`src/rtl/voting_pkg.sv`:
```
// Shared definitions for the voting machine.
// Holds the default counter width, the candidate count, the saturation value
// and the two poll states.
package voting_pkg;

    localparam int CNT_W   = 6;
    localparam int N_CAND  = 3;
    localparam int CNT_MAX = (1 << CNT_W) - 1;

    // Poll states. Kept as plain constants so older tools that cannot take
    // enum-typed ports still compile this package.
    localparam logic [0:0] VOTING = 1'b0;
    localparam logic [0:0] CLOSED = 1'b1;

endpackage

```
`src/rtl/voting_press_detect.sv`:
```
// press_detect: one-cycle press pulse from a level button.
// Ports:
//   clk     - clock, rising edge
//   rst     - synchronous active-high reset, clears the history bit
//   btn_i   - button level, high = pressed
//   press_o - high in the cycle where btn_i is 1 and its previous sample was 0
module press_detect (
    input  logic clk,
    input  logic rst,
    input  logic btn_i,
    output logic press_o
);

    logic hist_q;
    logic hist_d;

    always_comb begin
        hist_d = btn_i;
    end

    always_ff @(posedge clk) begin
        if (rst) begin
            hist_q <= 1'b0;
        end else begin
            hist_q <= hist_d;
        end
    end

    // History clears during reset, so a button held across reset release
    // produces a press on the first normal edge.
    assign press_o = btn_i & ~hist_q;

endmodule

```
`src/rtl/voting_machine.sv`:
```
// voting_machine: three-candidate vote counter with a close-poll request.
// Each button press adds one vote to its candidate (saturating). A cycle with
// more than one press is discarded. Tallies stay hidden (outputs 0) while
// voting and are published from registers once the poll is closed.
// Ports:
//   clk                 - clock, rising edge
//   rst                 - synchronous active-high reset (highest priority)
//   i_candidate_1..3    - vote buttons, level, high = pressed
//   i_voting_over       - close-poll request, level
//   o_count1..3         - published tallies, 0 while voting
module voting_machine #(
    parameter int CNT_W  = 6,
    parameter int N_CAND = 3
) (
    input  logic             clk,
    input  logic             rst,
    input  logic             i_candidate_1,
    input  logic             i_candidate_2,
    input  logic             i_candidate_3,
    input  logic             i_voting_over,
    output logic [CNT_W-1:0] o_count1,
    output logic [CNT_W-1:0] o_count2,
    output logic [CNT_W-1:0] o_count3
);

    import voting_pkg::*;

    localparam logic [CNT_W-1:0] SAT = '1;

    logic [N_CAND-1:0] btn;
    logic [N_CAND-1:0] press;
    logic              single_press;

    logic [0:0]                   state_q, state_d;
    logic [N_CAND-1:0][CNT_W-1:0] cnt_q,   cnt_d;
    logic [N_CAND-1:0][CNT_W-1:0] out_q,   out_d;

    assign btn = {i_candidate_3, i_candidate_2, i_candidate_1};

    for (genvar g = 0; g < N_CAND; g++) begin : g_pd
        press_detect u_pd (
            .clk     (clk),
            .rst     (rst),
            .btn_i   (btn[g]),
            .press_o (press[g])
        );
    end

    // Exactly one bit set: nonzero and clearing the lowest set bit leaves 0.
    assign single_press = (press != '0) &&
                          ((press & (press - N_CAND'(1))) == '0);

    always_comb begin
        state_d = state_q;
        cnt_d   = cnt_q;
        if (state_q == VOTING) begin
            // Closing wins over a press in the same cycle.
            if (i_voting_over) begin
                state_d = CLOSED;
            end else if (single_press) begin
                for (int i = 0; i < N_CAND; i++) begin
                    if (press[i] && (cnt_q[i] != SAT)) begin
                        cnt_d[i] = cnt_q[i] + CNT_W'(1);
                    end
                end
            end
        end
        // Output register follows the next state so tallies appear on the
        // same edge that closes the poll.
        out_d = (state_d == CLOSED) ? cnt_d : '0;
    end

    always_ff @(posedge clk) begin
        if (rst) begin
            state_q <= VOTING;
            cnt_q   <= '0;
            out_q   <= '0;
        end else begin
            state_q <= state_d;
            cnt_q   <= cnt_d;
            out_q   <= out_d;
        end
    end

    assign o_count1 = out_q[0];
    assign o_count2 = out_q[1];
    assign o_count3 = out_q[2];

endmodule

```
`config.mk`:
```
export PLATFORM = sky130hd
export DESIGN_NAME = voting_machine
export DESIGN_NICKNAME = d
export VERILOG_FILES = /design/src/rtl/voting_pkg.sv /design/src/rtl/voting_press_detect.sv /design/src/rtl/voting_machine.sv
export SDC_FILE = /design/constraint.sdc
export NUM_CORES = 1
export LEC_CHECK = 0
export CAP_MARGIN = 30
export CELL_PAD_IN_SITES_DETAIL_PLACEMENT = 0
export CELL_PAD_IN_SITES_GLOBAL_PLACEMENT = 1
export CORE_MARGIN = 4
export CORE_UTILIZATION = 35
export DETAILED_ROUTE_END_ITERATION = 8
export PLACE_DENSITY_LB_ADDON = 0.1
export SLEW_MARGIN = 20
export SYNTH_ARGS = -nofsm -noshare
export SYNTH_HDL_FRONTEND = slang
export SYNTH_SLANG_ARGS = --single-unit
```
`constraint.sdc`:
```
create_clock -name clk -period 2.08 [get_ports clk]
set_clock_uncertainty 0.05 [all_clocks]
set_input_delay 0.208 -clock clk [delete_from_list [all_inputs] [get_ports clk]]
set_output_delay 0.208 -clock clk [all_outputs]
set_load 0.02 [all_outputs]
```
==> results of run 1 <==
-- per-layer routing --
layer | routed length, µm | track usage [%]
met1 | 1391 | 15.42
met5 | 0 | 0
met3 | 203 | 5.609
met4 | 96 | 6.841
met2 | 1438 | 20.67
-- registers in the layout, summed over array words and instances (netlist names) --
register and count:
cnt_q 18, o_count1 6, o_count2 6, o_count3 6
g_pd.u_pd.hist_q 3, state_q 1
-- layout make-up --
| class | instances | area, µm² |
|---|---|---|
| Clock buffer | 8 | 90.09 |
| Inverter | 6 | 22.52 |
| Timing Repair Buffer | 32 | 297.8 |
| Tap cell | 50 | 62.56 |
| Sequential cell | 40 | 800.8 |
| Multi-Input combinational cell | 106 | 654.4 |
| Fill cell | 404 | 2158 |
-- where the power goes --
group          internal (mW)  total (mW)  switching (mW)
sequential             0.773       0.778         0.00433
combinational         0.0304      0.0676          0.0373
clock                  0.270       0.522           0.251
-- metrics by stage --
stage	utilization (%)	cell area (µm²)	hold slack, ns	setup TNS (ns)	std cells
after global placement	44.98	1838	0.4179	-0.6611	234
final	47.18	1928	0.4492	0	242
after detailed placement	44.98	1838	0.4311	-0.8587	234
after CTS	47.18	1928	0.4410	0	242
after floorplan	-	1505	0.2862	0	159
after global routing	47.18	1928	0.4562	0	242
-- critical path: cells and delay by family --
| kind | cells | cell delay (ns) |
|---|---|---|
| simple gates | 3 | 1.37 |
| buf+inv | 1 | 0.43 |
| compound gates | 1 | 0.14 |
-- worst max path at each step --
stage,to,slack [ns],depth (start not counted)
finish,cnt_q[17]$_SDFF_PP0_,0.10,5
global route,cnt_q[16]$_SDFF_PP0_,0.01,6
CTS,cnt_q[17]$_SDFF_PP0_,0.11,5
detailed placement,cnt_q[16]$_SDFF_PP0_,-0.20,6
global placement,cnt_q[17]$_SDFF_PP0_,-0.16,5
floorplan,cnt_q[17]$_SDFF_PP0_,0.16,5
-- synth_stat cells --
cell type,n,area (µm²)
dfxtp_1,40,800.8
a21oi_1,20,100.1
and3_1,10,62.56
nand2_1,8,30.03
nand3_1,8,40.04
o21ai_0,8,40.04
clkbuf_1,6,22.52
inv_1,6,22.52
or3_1,6,37.54
or4_1,6,45.04
nor2_1,5,18.77
nor2b_1,5,31.28
o31ai_1,5,37.54
o41ai_1,5,43.79
ha_1,3,37.54
o311ai_0,3,26.28
and3_2,2,15.01
nand2b_1,2,12.51
nand4_1,2,12.51
or3b_2,2,17.52
buf_2,1,5.000
nand3b_1,1,7.510
nand4b_1,1,8.760
nor4_1,1,6.260
o2111ai_1,1,8.760
or2_2,1,6.260
or2_4,1,8.760
-- logic make-up after synthesis --
logic type / synth area share [%]
AOI/OAI and AO/OA: 17.04
DFF: 53.20
adders and majority gates: 2.494
buffers and inverters: 3.324
and+or+nand+nor: 23.94
==> flow_summary_export.csv, run 1 <==
group,metric,value,unit
run_status,outcome,"finished, final reports clean",
detailed_routing,postRouteAntennaNets,0,
critical_path,startpoint,"i_voting_over",
synthesis,syn_inst,159,
place,pre_cts_ws,-0.1962,ns
final_layout,diodes,0,
critical_path,worstRegToRegCells,4,
die,dieHeight,73.58,µm
die,num_io_pins,24,
flow_run,maxCapViolCount,0,
power,power.total,1.367,mW
critical_path,worstSetupStartpointType,"primary input",
detailed_routing,drt_iter0_drc,99,
min_path,min_path_type,"flop to flop",
detailed_routing,drc,0,
sta,setup_ws,0.1039,ns
final_layout,nets,200,
die,dieArea,5414,µm²
synthesis,synth_seq_cells,40,
final_layout,area_growth,28.10,%
critical_path,cp_common_cell,"or4_1",
sta,relSlewSlack,71.55,%
synthesis,syn_area,1505,µm²
detailed_routing,firstDrtPassIters,4,
critical_path,r2r_slack,0.17,ns
min_path,hold-path-endpoint,"cnt_q[11]$_SDFF_PP0_",
critical_path,crit_chain,"clkdlybuf4s50_1 > or2_4 > or4_1 > or4_1 > a21oi_1",
place,place_hpwl,2192,µm
sta,rsz0062_at_grt,"false",
final_layout,layout_commonest_cell,"dfxtp_1",
synthesis,synth_fp_nets,168,
grt,grt_max_degree,21,
synthesis,synth_warnings,0,
clocking,cts.sinks,40,
critical_path,path_max_fanout,4,
die,coreArea,4086,µm²
grt,grt_overflow,0,
critical_path,worstReg2RegEnd,"cnt_q[17]$_SDFF_PP0_",
critical_path,slowest_delay,0.59,ns
final_layout,drive_gt1_share,10.94,%
place,io_buffers,23,
clocking,cts_tree,"done",
clocking,cts_max_level,2,
critical_path,crit_slowest_cell,"or4_1",
sta,max_freq,506.0,MHz
critical_path,critical_path_class,"primary input to flop",
critical_path,crit_path_end_kind,"flop",
critical_path,required,2.26,ns
power,peakVddDrop,0.3220,mV
clocking,numCtsBuffers,5,
sta,period_share,95.01,%
die,rows,23,
detailed_routing,vias_per_cell,5.302,
clocking,clkLatencyLatePin,0.29,ns
clocking,holdBufCountCts,0,
detailed_routing,wire_per_inst,12.93,µm
min_path,whs_path_depth,2,
synthesis,synth_cell_types,27,
detailed_routing,vias,1283,
grt,grt_pass1_vias,1242,
clocking,cts_root_buf,"clkbuf_8",
sta,slew_viol_final,0,
grt,grt_pass1_wl,5451,µm
place,gp_congestion,0.8126,
die,die_w,73.58,µm
clocking,post_cts_resized,0,
clocking,post_cts_buffers,0,
power,p_per_area,708.9,nW/µm²
sta,tightest_slew,0.4251,ns
min_path,min_from,"cnt_q[11]$_SDFF_PP0_",
synthesis,syn_avg_cell_area,9.467,µm²
die,start_util,36.83,%
sta,min_period,1.976,ns
clocking,clk_pin_slew,0.07,ns
detailed_routing,routed_wl,3129,µm
synthesis,ys_seq_area_share,53.20,%
clocking,cts_buffer_depth,2,
final_layout,layout_common_cells,"40 x dfxtp_1, 23 x clkdlybuf4s50_1, 20 x a21oi_1, 10 x and3_1, 9 x buf_4",
grt,grt_usage,13.26,%
sta,final-setup-viol-count,0,
critical_path,worstReg2RegStart,"state_q$_SDFF_PP0_",
grt,antenna_found_initial,0,
critical_path,cp.arrival,2.15,ns
sta,final_hold_viol_count,0,
power,leakage,0.6941,nW
Power figures use the tool's default switching activity.
==> run 2, diff against run 1 <==
--- a/config.mk
+++ b/config.mk
@@ -12,6 +12,7 @@
 export CORE_UTILIZATION = 35
 export DETAILED_ROUTE_END_ITERATION = 8
 export PLACE_DENSITY_LB_ADDON = 0.1
+export SKIP_LAST_GASP = 1
 export SLEW_MARGIN = 20
 export SYNTH_ARGS = -nofsm -noshare
 export SYNTH_HDL_FRONTEND = slang
==> results of run 2 <==
Final layout, timing and power as in run 1 (identical DEF).
==> run 3, diff against run 2 <==
--- a/config.mk
+++ b/config.mk
@@ -8,7 +8,6 @@
 export CAP_MARGIN = 30
 export CELL_PAD_IN_SITES_DETAIL_PLACEMENT = 0
 export CELL_PAD_IN_SITES_GLOBAL_PLACEMENT = 1
-export CORE_MARGIN = 4
 export CORE_UTILIZATION = 35
 export DETAILED_ROUTE_END_ITERATION = 8
 export PLACE_DENSITY_LB_ADDON = 0.1
==> flow_summary_export.csv, run 3 (synthesized netlist as in run 1, its figures left out) <==
group,metric,value,unit
critical_path,slowest_delay,0.55,ns
final_layout,drive_gt1_share,11.46,%
critical_path,worstReg2RegStart,"state_q$_SDFF_PP0_",
detailed_routing,postRouteAntennaNets,0,
critical_path,crit_slowest_cell,"or4_4",
critical_path,crit_family,"simple AND/OR/NAND/NOR gates",
power,leakage,0.6945,nW
sta,relSlewSlack,69.12,%
final_layout,area_growth,28.35,%
clocking,holdBufCountCts,0,
min_path,whs_path_depth,1,
final_layout,diodes,0,
critical_path,path_max_fanout,4,
sta,period_share,91.80,%
detailed_routing,drt_iter0_drc,74,
detailed_routing,drc,0,
grt,grt_overflow,0,
critical_path,critPathBufInv,1,
place,place_hpwl,2231,µm
sta,slew_viol_final,0,
detailed_routing,wire_per_inst,13.10,µm
critical_path,worstRegToRegCells,4,
power,peakVddDrop,0.4303,mV
grt,grt_pass1_wl,5319,µm
die,rows,23,
clocking,clk_pin_slew,0.07,ns
detailed_routing,vias,1306,
sta,whs,0.4408,ns
die,start_util,37.10,%
clocking,clkLatencyLatePin,0.29,ns
detailed_routing,vias_per_cell,5.397,
die,dieHeight,67.58,µm
final_layout,largest_reg_flops,18,
final_layout,top_register,"cnt_q",
min_path,min_path_type,"flop to flop",
min_path,hold-path-endpoint,"cnt_q[10]$_SDFF_PP0_",
critical_path,critical_path_class,"primary input to flop",
clocking,cts_buffer_depth,2,
min_path,min_from,"cnt_q[10]$_SDFF_PP0_",
die,coreArea,4058,µm²
critical_path,cp.arrival,2.08,ns
grt,antenna_found_initial,0,
critical_path,required,2.25,ns
sta,tightest_slew,0.4615,ns
critical_path,worstReg2RegEnd,"cnt_q[17]$_SDFF_PP0_",
grt,grt_max_degree,22,
place,gp_congestion,0.7547,
power,p_per_area,707.3,nW/µm²
flow_run,maxCapViolCount,0,
die,num_io_pins,24,
run_status,outcome,"finished, final reports clean",
critical_path,startpoint,"i_voting_over",
critical_path,r2r_slack,0.23,ns
final_layout,layout_commonest_cell,"dfxtp_1",
final_layout,layout_common_cells,"40 x dfxtp_1, 23 x clkdlybuf4s50_1, 20 x a21oi_1, 10 x and3_1, 9 x buf_4",
sta,fin_tns_setup,0,ns
sta,rsz0062_at_grt,"false",
clocking,cts_max_level,2,
grt,grt_pass1_vias,1186,
die,die_w,67.58,µm
clocking,cts_tree,"done",
clocking,cts_root_buf,"clkbuf_8",
detailed_routing,firstDrtPassIters,4,
final_layout,nets,200,
place,io_buffers,23,
detailed_routing,routed_wl,3170,µm
critical_path,crit_chain,"clkdlybuf4s50_1 > or2_4 > or4_4 > or4_1 > a21oi_1",
clocking,cts.sinks,40,
grt,grt_usage,15.98,%
sta,max_freq,523.7,MHz
critical_path,crit_path_end_kind,"flop",
die,dieArea,4567,µm²
critical_path,worstSetupStartpointType,"primary input",
sta,final_hold_viol_count,0,
sta,min_period,1.909,ns
sta,final-setup-viol-count,0,
clocking,numCtsBuffers,5,
run 3: per-stage QoR:
step | worst slack, ns | total power, mW | util, % | std cells | instance area [µm²]
3_3_place_gp | -0.1603 | 0.8614 | 45.30 | 234 | 1838
6_report | 0.1706 | 1.366 | 47.61 | 242 | 1932
4_1_cts | 0.1039 | 1.391 | 47.52 | 242 | 1928
3_5_place_dp | -0.2046 | 0.8632 | 45.30 | 234 | 1838
5_1_grt | 0.05841 | 1.434 | 47.61 | 242 | 1932
2_1_floorplan | 0.1587 | 0.8293 | - | 159 | 1505
run 3: metal layers:
metal | share of wire [%] | vias up | global-route usage, %
li1 | - | 653 | -
met1 | 46 | 617 | 18.50
met2 | 48 | 31 | 26.61
met3 | 4.2 | 5 | 5.068
met4 | 1.5 | 0 | 7.181
met5 | 0 | - | 0
run 3: report_power, final:
part	internal [mW]	switching, mW
logic	0.0309	0.0372
registers	0.773	0.00469
clock network	0.270	0.250
total	1.07	0.292
run 3: how the worst max path moves through the flow:
stage	endpoint	slack, ns	depth (start not counted)
after floorplan	cnt_q[17]$_SDFF_PP0_	0.16	5
after global placement	cnt_q[17]$_SDFF_PP0_	-0.16	5
after detailed placement	cnt_q[16]$_SDFF_PP0_	-0.20	6
after CTS	cnt_q[16]$_SDFF_PP0_	0.10	6
after global routing	cnt_q[17]$_SDFF_PP0_	0.06	5
final	cnt_q[17]$_SDFF_PP0_	0.17	5
run 3: what timing repair did:
action | 4_1_cts | 5_1_grt
setup buffers | 0 | 0
gates resized for setup | 0 | 2
endpoints found under the setup margin | 0 | 2
run 3: final cells by class:
cell class | count | area (µm²)
Multi-Input combinational cell | 106 | 658.1
Clock buffer | 8 | 90.09
Inverter | 6 | 22.52
Sequential cell | 40 | 800.8
Timing Repair Buffer | 32 | 297.8
Tap cell | 50 | 62.56
Fill cell | 391 | 2126
run 3: worst register-to-register path: stages, from the launching register on:
cell	delay, ns
dfxtp_1	0.31
or2_4	0.22
or4_4	0.55
or4_1	0.51
a21oi_1	0.14
